===== src/rtl/mul_pkg.sv =====
// ---------------------------------------------------------------------------
// mul_pkg : shared state encoding and sizing helper for seq_multiplier
// Revision: 1.0
// ---------------------------------------------------------------------------
`default_nettype none

package mul_pkg;

  typedef enum logic [1:0] {
    IDLE = 2'd0,
    RUN  = 2'd1,
    SIGN = 2'd2,
    DONE = 2'd3
  } state_t;

  // Counter must hold values 0..width.
  function automatic int cnt_width(input int width);
    return $clog2(width + 1);
  endfunction

endpackage

`default_nettype wire


===== src/rtl/mul_alu.sv =====
// ---------------------------------------------------------------------------
// mul_alu : WIDTH-bit adder returning the full carry-out
// Revision: 1.0
// ---------------------------------------------------------------------------
`default_nettype none

module mul_alu
  import mul_pkg::*;
#(
  parameter int WIDTH = 32
) (
  input  logic [WIDTH-1:0] a,
  input  logic [WIDTH-1:0] b,
  output logic [WIDTH-1:0] sum,
  output logic             carry
);

  assign {carry, sum} = {1'b0, a} + {1'b0, b};

endmodule

`default_nettype wire


===== src/rtl/seq_multiplier.sv =====
// ---------------------------------------------------------------------------
// seq_multiplier : shift-add multiplier with start/ready handshake, opt. signed
// Revision: 1.0
// ---------------------------------------------------------------------------
`default_nettype none

module seq_multiplier
  import mul_pkg::*;
#(
  parameter int WIDTH     = 32,
  parameter bit SIGNED_EN = 1'b1
) (
  input  logic                 clk,
  input  logic                 Reset_n,
  input  logic                 Start,
  input  logic                 Signed_mode,
  input  logic [WIDTH-1:0]     Multiplicand_in,
  input  logic [WIDTH-1:0]     Multiplier_in,
  output logic                 Busy,
  output logic                 Ready,
  output logic [2*WIDTH-1:0]   Product_out
);

  localparam int CW = cnt_width(WIDTH);
  localparam logic [WIDTH-1:0]   ONE_W   = 1;
  localparam logic [2*WIDTH-1:0] ONE_2W  = 1;
  localparam logic [CW-1:0]      CNT_ONE = 1;
  localparam logic [CW-1:0]      CNT_LAST = CW'(WIDTH - 1);

  state_t state, state_next;

  logic [WIDTH-1:0]   mcand;
  logic [2*WIDTH-1:0] work;       // {hi, lo}
  logic [CW-1:0]      cnt;
  logic               neg;
  logic [2*WIDTH-1:0] product;

  logic               signed_eff;
  logic               a_neg, b_neg;
  logic [WIDTH-1:0]   a_mag, b_mag;
  logic [WIDTH-1:0]   alu_sum;
  logic               alu_carry;
  logic [WIDTH:0]     hi_next;
  logic [2*WIDTH-1:0] work_shift;
  logic               last_iter;

  assign signed_eff = Signed_mode & SIGNED_EN;
  assign a_neg      = signed_eff & Multiplicand_in[WIDTH-1];
  assign b_neg      = signed_eff & Multiplier_in[WIDTH-1];
  assign a_mag      = a_neg ? (~Multiplicand_in + ONE_W) : Multiplicand_in;
  assign b_mag      = b_neg ? (~Multiplier_in + ONE_W) : Multiplier_in;

  mul_alu #(.WIDTH(WIDTH)) u_alu (
    .a     (work[2*WIDTH-1:WIDTH]),
    .b     (mcand),
    .sum   (alu_sum),
    .carry (alu_carry)
  );

  // The carry bit of {carry,hi,lo} only lives for one cycle: it is always
  // shifted straight into hi[MSB], so it is kept combinational here.
  assign hi_next    = work[0] ? {alu_carry, alu_sum} : {1'b0, work[2*WIDTH-1:WIDTH]};
  assign work_shift = {hi_next, work[WIDTH-1:1]};
  assign last_iter  = (cnt == CNT_LAST);

  always_comb begin
    state_next = state;
    case (state)
      IDLE, DONE: if (Start) state_next = RUN;
      RUN:        if (last_iter) state_next = SIGN;
      SIGN:       state_next = DONE;
      default:    state_next = IDLE;
    endcase
  end

  always_ff @(posedge clk) begin
    if (!Reset_n) begin
      state   <= IDLE;
      mcand   <= '0;
      work    <= '0;
      cnt     <= '0;
      neg     <= 1'b0;
      product <= '0;
    end else begin
      state <= state_next;
      case (state)
        IDLE, DONE: begin
          if (Start) begin
            mcand <= a_mag;
            work  <= {{WIDTH{1'b0}}, b_mag};
            neg   <= a_neg ^ b_neg;
            cnt   <= '0;
          end
        end
        RUN: begin
          work <= work_shift;
          cnt  <= cnt + CNT_ONE;
        end
        SIGN: product <= neg ? (~work + ONE_2W) : work;
        default: ;
      endcase
    end
  end

  assign Busy        = (state == RUN) || (state == SIGN);
  assign Ready       = (state == DONE);
  assign Product_out = product;

endmodule

`default_nettype wire

===== config.mk =====
export PLATFORM = sky130hd
export DESIGN_NAME = seq_multiplier
export DESIGN_NICKNAME = d
export VERILOG_FILES = /design/src/rtl/mul_pkg.sv /design/src/rtl/mul_alu.sv /design/src/rtl/seq_multiplier.sv
export SDC_FILE = /design/constraint.sdc
export NUM_CORES = 1
export LEC_CHECK = 0
export BUFFER_PORTS_ARGS = -buffer_cell sky130_fd_sc_hd__buf_2
export CORE_UTILIZATION = 59
export DETAILED_ROUTE_END_ITERATION = 7
export PLACE_DENSITY_LB_ADDON = 0.15
export SYNTH_ARGS = -nofsm -noshare
export SYNTH_HDL_FRONTEND = slang
export SYNTH_SLANG_ARGS = --single-unit

===== constraint.sdc =====
create_clock -name clk -period 3.17 [get_ports clk]
set_input_delay 0.634 -clock clk [delete_from_list [all_inputs] [get_ports clk]]
set_output_delay 0.634 -clock clk [all_outputs]
set_load 0.01 [all_outputs]

==> results.md <==
* Max Clock Freq at 355 MHz
* Die Y at 138 um
* Post-synth EDFFs at 0
* Synthesized area at 0.0109 mm2
* Max VDD drop at 0.860 mV
* Worst Tran Pin Value at 1240 ps
* RSZ-0062 raised after global routing: no
* Routability cong. at 1.01
* Post-synthesis net count at 1,535
* Startpoint types: flop
* Final period util at 88.9%
* Post-CTS setup buffer count at 0
* Critical path peak fanout at 4
* Vias per inst at 6.39
* Max Cap Viol at 0
* Leakage at 4.94 nW
* First DRT Iteration DRCs at 1,115
* Worst Setup Path Type: reg -> reg
* Leading post-synthesis cells by cell area: dfxtp_1 (31%), xor2_1 (6.6%), nand2_1 (5.4%)
* Worst hold margin at 437 ps
* Fraction of registers with async set/reset at 0%
* Yosys top cell area share at 31.0%
* TritonCTS Buffers at 17
* Standard-cell row count at 49
* DR WL/cell at 18.3 um
* Final setup TNS at 0 ps
* Cells after Synth at 1,426
* GR Util All Layers at 33.5%
* Fin nets at 1,645
* Routed Antenna Nets at 0
* Unique masters post-synth at 70
* GRT overflow at 0
* Largest net degree at the start of global routing at 100
* Reg2reg start: mcand[0]
* First-pass GRT wire length at 52,100 um
* CTS tree: done
* CTS HTree Levels at 4
* Clock Tree Buf Depth at 2
* Setup crit end kind: flop
* Required @ worst endpoint at 3520 ps
* Post-route cell area at 0.0126 mm2
* Max_slew headroom at 17.1%
* Starting Density at 60.6%
* CTS Hold Buffers Added at 0
* YS warnings at 0
* Synth Register Bits at 169
* Area delta synth->final at 15.1%
* Hold Fails Final Rpt at 0
* Most frequent cell after synthesis: dfxtp_1
* Final Critical Period at 2820 ps
* Vias at 11,400
* Die W at 138 um
* Pwr dens at 776 mW/mm2
* Dpl cell area at 0.0120 mm2
* IO Count at 134
* Worst EP arrival at 3170 ps
* Post-cts resize count at 0
* Post-DP HPWL at 24,000 um
* Post-Route WL at 32,600 um
* Final setup fails at 0
* Status: finished clean
* Syn_area_per_cell at 7.66 um2
* Sequential fraction of the synthesis area at 31.0%
* Clk Latency, worst-skew pair at 440 ps
* Most common library cells after synthesis: dfxtp_1 (169), nand2_1 (156), nor2_1 (128), a21oi_1 (110), o21ai_0 (107)
* Ant. Diodes at 0
* Layout Cells excl Fill at 1,778
* Vias in the first global route at 10,100
* Slew Viols, Final at 0
* Crit path launch: mcand[0]
* Drt pass-1 iters at 5
* CTS Root Cell: clkbuf_16
* I/O Buffers at 133
* Fin Clk Skew at 8.46 ps
* Post-synth top area cell: dfxtp_1
* Share of cells above drive strength 1 at 15.9%
* Hold Startpoint: Start
* Dpl cells at 1,746
* Clock slew at reported path FFs at 70 ps
* Worst Hold Class: in -> reg
* Sink Count at 169
* Core area at 0.0180 mm2
* DRC Markers at 0
* Post-synth top flop: dfxtp_1
* Initial antenna violation count at 0
* Die Footprint at 0.0191 mm2
final cells by class:
class / count / area [um2]
multi-input combinational: 1135 / 7100
fill: 1561 / 5450
sequential: 169 / 3380
timing repair buffer: 189 / 1100
clock buffer: 17 / 425
tap: 229 / 287
clock inverter: 15 / 191
inverter: 24 / 91.3
per-layer routing:
metal  wire length (um)  track usage [%]  vias up
met1              14900             49.4     5263
li1                   -                -     5472
met3               3410             6.79       55
met2              13700             48.9      570
met5                  0                0        -
met4                592             10.2        0
cells in the final DEF, fill, tap and decap left out, types with 29 or more instances in the layout:
cell type  instances
a21oi_1          109
o31ai_1           29
nor3_1            37
dfxtp_1          169
ha_1              38
nor2_1           128
nand2_1          156
nand3_1           47
buf_4             55
buf_2            133
xor2_1            82
o21ai_0          107
a211oi_1          52
xnor2_1           45
metrics by stage:
stage          setup slack, ps  power, mW  utilization, %
3_5_place_dp               142       7.43            66.3
6_report                   351       9.76            69.8
4_1_cts                    378       9.64            69.8
5_1_grt                   47.9       10.3            69.8
2_1_floorplan              449       6.05               -
3_3_place_gp               245       7.35            66.3
flip-flops by register name, summed over array words and instances, names as in the netlist:
signal / cells
Product_out: 64
work: 64
mcand: 32
cnt: 6
state: 2
neg: 1
cells by family after synthesis:
family / Yosys count / synth area share [%]
multiplexers: 8 / 0.745
XOR/XNOR: 127 / 10.2
AO/OA/AOI/OAI: 457 / 26.8
flip-flops: 169 / 31.0
AND/OR/NAND/NOR: 502 / 22.3
adder cells (fa/ha/maj): 41 / 4.77
buffers and inverters: 122 / 4.20
worst max-delay path, stage by stage (launching register included):
cell       delay, ps
dfxtp_1          330
ha_1             190
inv_1             60
fa_1             380
nor2b_1          230
o2111ai_1        260
a2111oi_0        470
nor3_1           190
nor4_1           270
a41oi_1           80
a311oi_1         280
path summary, 6_finish.rpt:
path	end	slack, ps	depth (start not counted)
hold / removal	state[1]	440	2
setup / recovery	work[57]	350	10
setup reg to reg	work[57]	350	10
hold reg to reg	Product_out[55]	450	2
where the power goes:
| group | leakage (nW) | internal, mW | switching [mW] |
|---|---|---|---|
| sequential | 1.38 | 2.65 | 0.541 |
| combinational | 3.25 | 1.54 | 2.82 |
| clock | 0.306 | 1.21 | 1.01 |
Note: power is estimated with default switching activity, not from simulation.
